[src/rtl/scd_lsu_pkg.sv]
// scd_lsu_pkg: shared size encodings, FSM states and alignment helpers for the load/store unit.
package scd_lsu_pkg;

    localparam logic [1:0] SZ_BYTE = 2'b00;
    localparam logic [1:0] SZ_HALF = 2'b01;
    localparam logic [1:0] SZ_WORD = 2'b10;

    typedef enum logic [1:0] {IDLE, RD, WR, DONE} state_t;

    // Reserved size 2'b11 falls through to the word rules everywhere.
    function automatic logic is_misaligned(input logic [1:0] size, input logic [1:0] a);
        return size == SZ_BYTE ? 1'b0 : size == SZ_HALF ? a[0] : a != 2'b00;
    endfunction

    function automatic logic [1:0] lane_off(input logic [1:0] size, input logic [1:0] a);
        return size == SZ_BYTE ? a : size == SZ_HALF ? {a[1], 1'b0} : 2'b00;
    endfunction

endpackage

[src/rtl/scd_lsu_lane.sv]
// scd_lsu_lane: combinational little-endian lane extract/extend for loads and lane merge for stores.
module scd_lsu_lane
    import scd_lsu_pkg::*;
(
    input  logic [31:0] word,
    input  logic [1:0]  off,
    input  logic [1:0]  size,
    input  logic        sext,
    input  logic [31:0] wdata,
    output logic [31:0] ld,
    output logic [31:0] st
);

    logic [4:0]  sh;
    logic [15:0] lane;
    logic [31:0] mask;

    assign sh   = {off, 3'b000};
    assign lane = 16'(word >> sh);

    always_comb begin
        ld   = size[1] ? word
             : size == SZ_HALF ? {{16{sext & lane[15]}}, lane}
             : {{24{sext & lane[7]}}, lane[7:0]};
        mask = (size == SZ_HALF ? 32'h0000_ffff : 32'h0000_00ff) << sh;
        st   = size[1] ? wdata : (word & ~mask) | ((wdata << sh) & mask);
    end

endmodule

[src/rtl/scd_lsu.sv]
// scd_lsu: byte/half/word load-store initiator over a word-only registered memory (RMW for sub-word stores).
// Define SCD_LSU_ALIGN_EXC_EN to trap misaligned requests instead of silently aligning them.
module scd_lsu
    import scd_lsu_pkg::*;
#(
    parameter int RD_LAT = 2,
    parameter int AW     = 32
) (
    input  logic          clk,
    input  logic          clrn,
    input  logic          req,
    input  logic          wr,
    input  logic [1:0]    size,
    input  logic          sext,
    input  logic [AW-1:0] addr,
    input  logic [31:0]   wdata,
    output logic          busy,
    output logic          done,
    output logic [31:0]   rdata,
    output logic          misalign,
    output logic [AW-1:0] mem_addr,
    output logic [31:0]   mem_datain,
    output logic          mem_we,
    input  logic [31:0]   mem_dataout
);

    localparam logic [2:0] LAST = 3'(RD_LAT - 1);

    state_t        state, nxt;
    logic [AW-3:0] addr_r;
    logic          wr_r, sext_r;
    logic [1:0]    size_r, off_r;
    logic [31:0]   wdata_r, ld, st;
    logic [2:0]    cnt;
    logic          accept, bad, last;

    assign accept = state == IDLE && req;
    assign last   = cnt == LAST;

`ifdef SCD_LSU_ALIGN_EXC_EN
    assign bad      = is_misaligned(size, addr[1:0]);
    assign misalign = accept && bad;
`else
    assign bad      = 1'b0;
    assign misalign = 1'b0;
`endif

    assign busy   = state != IDLE;
    assign done   = state == DONE;
    assign mem_we = state == WR;
    // The address reaches memory in the accepting cycle so the read latency starts at that edge.
    assign mem_addr = {accept ? addr[AW-1:2] : addr_r, 2'b00};

    scd_lsu_lane u_lane (
        .word  (mem_dataout),
        .off   (off_r),
        .size  (size_r),
        .sext  (sext_r),
        .wdata (wdata_r),
        .ld    (ld),
        .st    (st)
    );

    always_ff @(posedge clk or negedge clrn)
        if (!clrn) state <= IDLE;
        else       state <= nxt;

    always_comb begin
        nxt = state;
        case (state)
            IDLE:    nxt = !req ? IDLE : bad ? DONE : (wr && size[1]) ? WR : RD;
            RD:      nxt = !last ? RD : wr_r ? WR : DONE;
            WR:      nxt = DONE;
            DONE:    nxt = IDLE;
            default: nxt = IDLE;
        endcase
    end

    always_ff @(posedge clk or negedge clrn) begin
        if (!clrn) begin
            addr_r     <= '0;
            wr_r       <= 1'b0;
            size_r     <= 2'b00;
            sext_r     <= 1'b0;
            off_r      <= 2'b00;
            wdata_r    <= '0;
            cnt        <= '0;
            rdata      <= '0;
            mem_datain <= '0;
        end else begin
            if (accept) begin
                addr_r  <= addr[AW-1:2];
                wr_r    <= wr;
                size_r  <= size;
                sext_r  <= sext;
                off_r   <= lane_off(size, addr[1:0]);
                wdata_r <= wdata;
                cnt     <= '0;
                if (wr && size[1] && !bad) mem_datain <= wdata;
            end
            if (state == RD) begin
                cnt <= last ? 3'd0 : cnt + 3'd1;
                if (last && wr_r)  mem_datain <= st;
                if (last && !wr_r) rdata      <= ld;
            end
        end
    end

endmodule

[config.mk]
export PLATFORM = sky130hd
export DESIGN_NAME = scd_lsu
export DESIGN_NICKNAME = d
export VERILOG_FILES = /design/src/rtl/scd_lsu_pkg.sv /design/src/rtl/scd_lsu_lane.sv /design/src/rtl/scd_lsu.sv
export SDC_FILE = /design/constraint.sdc
export NUM_CORES = 1
export LEC_CHECK = 0
export CORE_MARGIN = 5
export CORE_UTILIZATION = 55
export CTS_CLUSTER_SIZE = 40
export DETAILED_ROUTE_END_ITERATION = 6
export DONT_BUFFER_PORTS = 1
export PLACE_DENSITY = 0.77
export REMOVE_ABC_BUFFERS = 1
export SLEW_MARGIN = 0
export SYNTH_ARGS = -nofsm -noshare
export SYNTH_HDL_FRONTEND = slang
export SYNTH_SLANG_ARGS = --single-unit
[constraint.sdc]
create_clock -name clk -period 2.55 [get_ports clk]
set_clock_uncertainty 0.1 [all_clocks]
set_input_delay 0.1275 -clock clk [delete_from_list [all_inputs] [get_ports clk]]
set_output_delay 0.1275 -clock clk [all_outputs]
set_load 0.05 [all_outputs]
==> impl_metrics.toml <==
[setup_path]
cp_num_buf_inv = 2
path_class = "flop to primary output"
worstReg2RegStart = "off_r[1]$_DFFE_PN0P_"
crit_chain = "nor3b_2, buf_4, buf_12, mux2_2"
r2r-end = "rdata[17]$_DFFE_PN0P_"
crit_family = "multiplexers"
cp_max_fo = 42
ff2ff_setup_slack_ns = 0.33
worst_setup_path_start_kind = "flop"
crit_cells = 4
worst_r2r_path_depth = 6
slowest_delay_ns = 0.51
cp_slowest_cell = "mux2_2"
worstPathArrival_ns = 2.09
cp-end-kind = "primary output"
worstPathRequired_ns = 2.32

[synthesis]
ys_types = 45
synth_commonest_cells = "137 x dfrtp_1, 97 x nand2_1, 67 x mux2_2"
synthArstFlopShare_pct = 100
synth_top_area_share_pct = 50.3
synth_top_cells_by_area = "dfrtp_1 50%, mux2_2 11%, nand2_1 5.3%"
yosysMostFrequentCell = "dfrtp_1"
synth_edf_count = 0
synth_seq_area_share_pct = 50.3
yosys.area.top_type = "dfrtp_1"
ys_warn_count = 0
synth_seq_cells = 137
synth_area_per_cell_um2 = 10.6
synth_ff_type = "dfrtp_1"
syn_area_mm2 = 0.00681
netlist_instances = 644

[final_layout]
design_area_mm2 = 0.00860
drive_gt1_share_pct = 17.5
n_fill_cell = 885
area_growth_pct = 26.3
layout.nets = 833

[global_routing]
met3_usage_pct = 10.6
use_met1_pct = 34.4
track_usage_pct = 28.4
grt_pass1_vias = 5914
busiest_layer = "met2"
antenna_found_initial = 0
grt_max_degree = 138
grt_pass1_wl_mm = 32.3
met2_usage_pct = 46.0
globalRouteOverflowTotal = 0

[cts]
cts_htree_levels = 4
cts_root_buf = "clkbuf_16"
clockBufferDepth = 2
clkTransAtPathRegs_ns = 0.06
cts_hold_buf = 100
post-cts-setup-buffers = 0
tritoncts = "done"
cts_resized = 0
cts_sinks = 137
clock_latency_ns = 0.42
cts-buffers-inserted = 17

[die]
die_y_um = 121
die_width_um = 121
initial_core_util_pct = 56.5
coreArea_mm2 = 0.0121
die_area_mm2 = 0.0147
rows = 40
ios = 203

[power_and_ir_drop]
seq_power_share_pct = 44.1
swShare_pct = 50.3
p_int_mw = 6.71
net-switching-power_mw = 6.79
combPwrFrac_pct = 37.0
clockPowerShare_pct = 18.9
powerDensity_mw_per_mm2 = 1570
irDropWorstVdd_mv = 0.883
static-leakage-power_nw = 3.63

[sta]
rsz0062_at_grt = "no"
fmax_mhz = 432
hold_viol = 137
min_period_ns = 2.32
whs_ns = -0.698
maxSlewViolCount = 0
timing.slew.headroom_pct = 48.7
tns_ns = 0
setup_viol_count_final = 0
period_share_pct = 90.8
tightestPinTransition_ns = 0.769

[place]
place_congestion = 0.841
placed_area_mm2 = 0.00698
port_buffers = 0
dp_hpwl_mm = 13.2

[routing]
drc = 0
finalWirelength_mm = 20.5
wl_per_cell_um = 22.5
via_count = 5671
ant_nets = 0
drt_iter0_drc = 641
vias_per_cell = 6.22
drt-pass1-iter-count = 5

[worst_hold_path]
min_path_type = "primary input to asynchronous set/reset pin"

[status]
violations = "negative hold slack"
status = "finished, violations left"

[run]
maxCapViolCount = 0
layout by cell type, fill, tap and decap left out, types with 9 or more instances in the layout:
cell type,synthesis,final
a21oi_1,33,33
a22oi_1,11,11
a31oi_1,9,9
a32oi_1,21,21
buf_4,6,15
clkbuf_16,0,17
dfrtp_1,137,136
dlygate4sd3_1,0,100
mux2_2,67,67
mux2i_1,36,36
nand2_1,97,96
nand2b_1,10,10
nand3_1,32,32
nor2_1,11,11
nor2b_1,30,30
o21ai_0,18,18
worst max path at each step:
stage                         start                       end  slack, ns
3_5_place_dp   off_r[1]$_DFFE_PN0P_     rdata[17]$_DFFE_PN0P_       0.40
5_1_grt          state[1]$_DFF_PN0_              mem_addr[13]       0.17
2_1_floorplan    state[1]$_DFF_PN0_  mem_datain[10]$_DFF_PN0_      -5.94
4_1_cts          state[1]$_DFF_PN0_              mem_addr[13]       0.23
6_report         state[1]$_DFF_PN0_              mem_addr[10]       0.23
3_3_place_gp   off_r[1]$_DFFE_PN0P_     rdata[19]$_DFFE_PN0P_       0.49
power by group through the flow:
| stage | Sequential (mW) | Clock, mW | Combinational [mW] |
|---|---|---|---|
| after floorplan | 5.79 | 0 | 3.78 |
| after detailed placement | 5.98 | 0 | 4.79 |
| after global routing | 6.09 | 2.70 | 5.36 |
| after global placement | 5.92 | 0 | 4.65 |
| after CTS | 5.94 | 2.58 | 4.96 |
| final | 5.95 | 2.55 | 5.00 |
cell families after synthesis:
family | after synthesis | share of synthesized area [%]
buffers and inverters | 56 | 3.93
DFF | 137 | 50.3
AOI/OAI and AO/OA | 136 | 13.9
other | 1 | 0.0551
muxes | 104 | 16.7
and+or+nand+nor | 210 | 15.1
per-stage QoR:
step | hold WS [ns] | worst slack [ns] | util, % | instances | power (mW)
final | -0.698 | 0.234 | 71.3 | 912 | 13.5
after global routing | -0.718 | 0.170 | 71.3 | 911 | 14.2
after CTS | -0.716 | 0.234 | 71.3 | 911 | 13.5
after detailed placement | -0.264 | 0.400 | 57.9 | 779 | 10.8
after global placement | -0.263 | 0.489 | 57.9 | 779 | 10.6
after floorplan | -0.268 | -5.94 | - | 592 | 9.56
flip-flops by register name, summed over array words and instances (netlist names):
signal      count
mem_datain     32
rdata          32
wdata_r        32
addr_r         30
cnt             3
off_r           2
size_r          2
state           2
sext_r          1
wr_r            1
layer usage:
metal / routed length (um) / part of all wire [%] / vias to the layer above
li1: - / - / 2505
met1: 7790 / 38 / 2838
met5: 0 / 0 / -
met4: 545 / 2.7 / 0
met2: 10200 / 49 / 286
met3: 2040 / 9.9 / 42
final cells by class:
type	instances	area [um2]	area share (%)
sequential	137	3430	39.9
multi-input combinational	453	3140	36.5
timing repair buffer	119	1190	13.9
clock buffer	21	470	5.47
tap	168	210	2.44
clock inverter	11	145	1.69
inverter	2	7.51	0.0873
antenna	1	2.50	0.0291
Note: power is estimated with default switching activity, not from simulation.
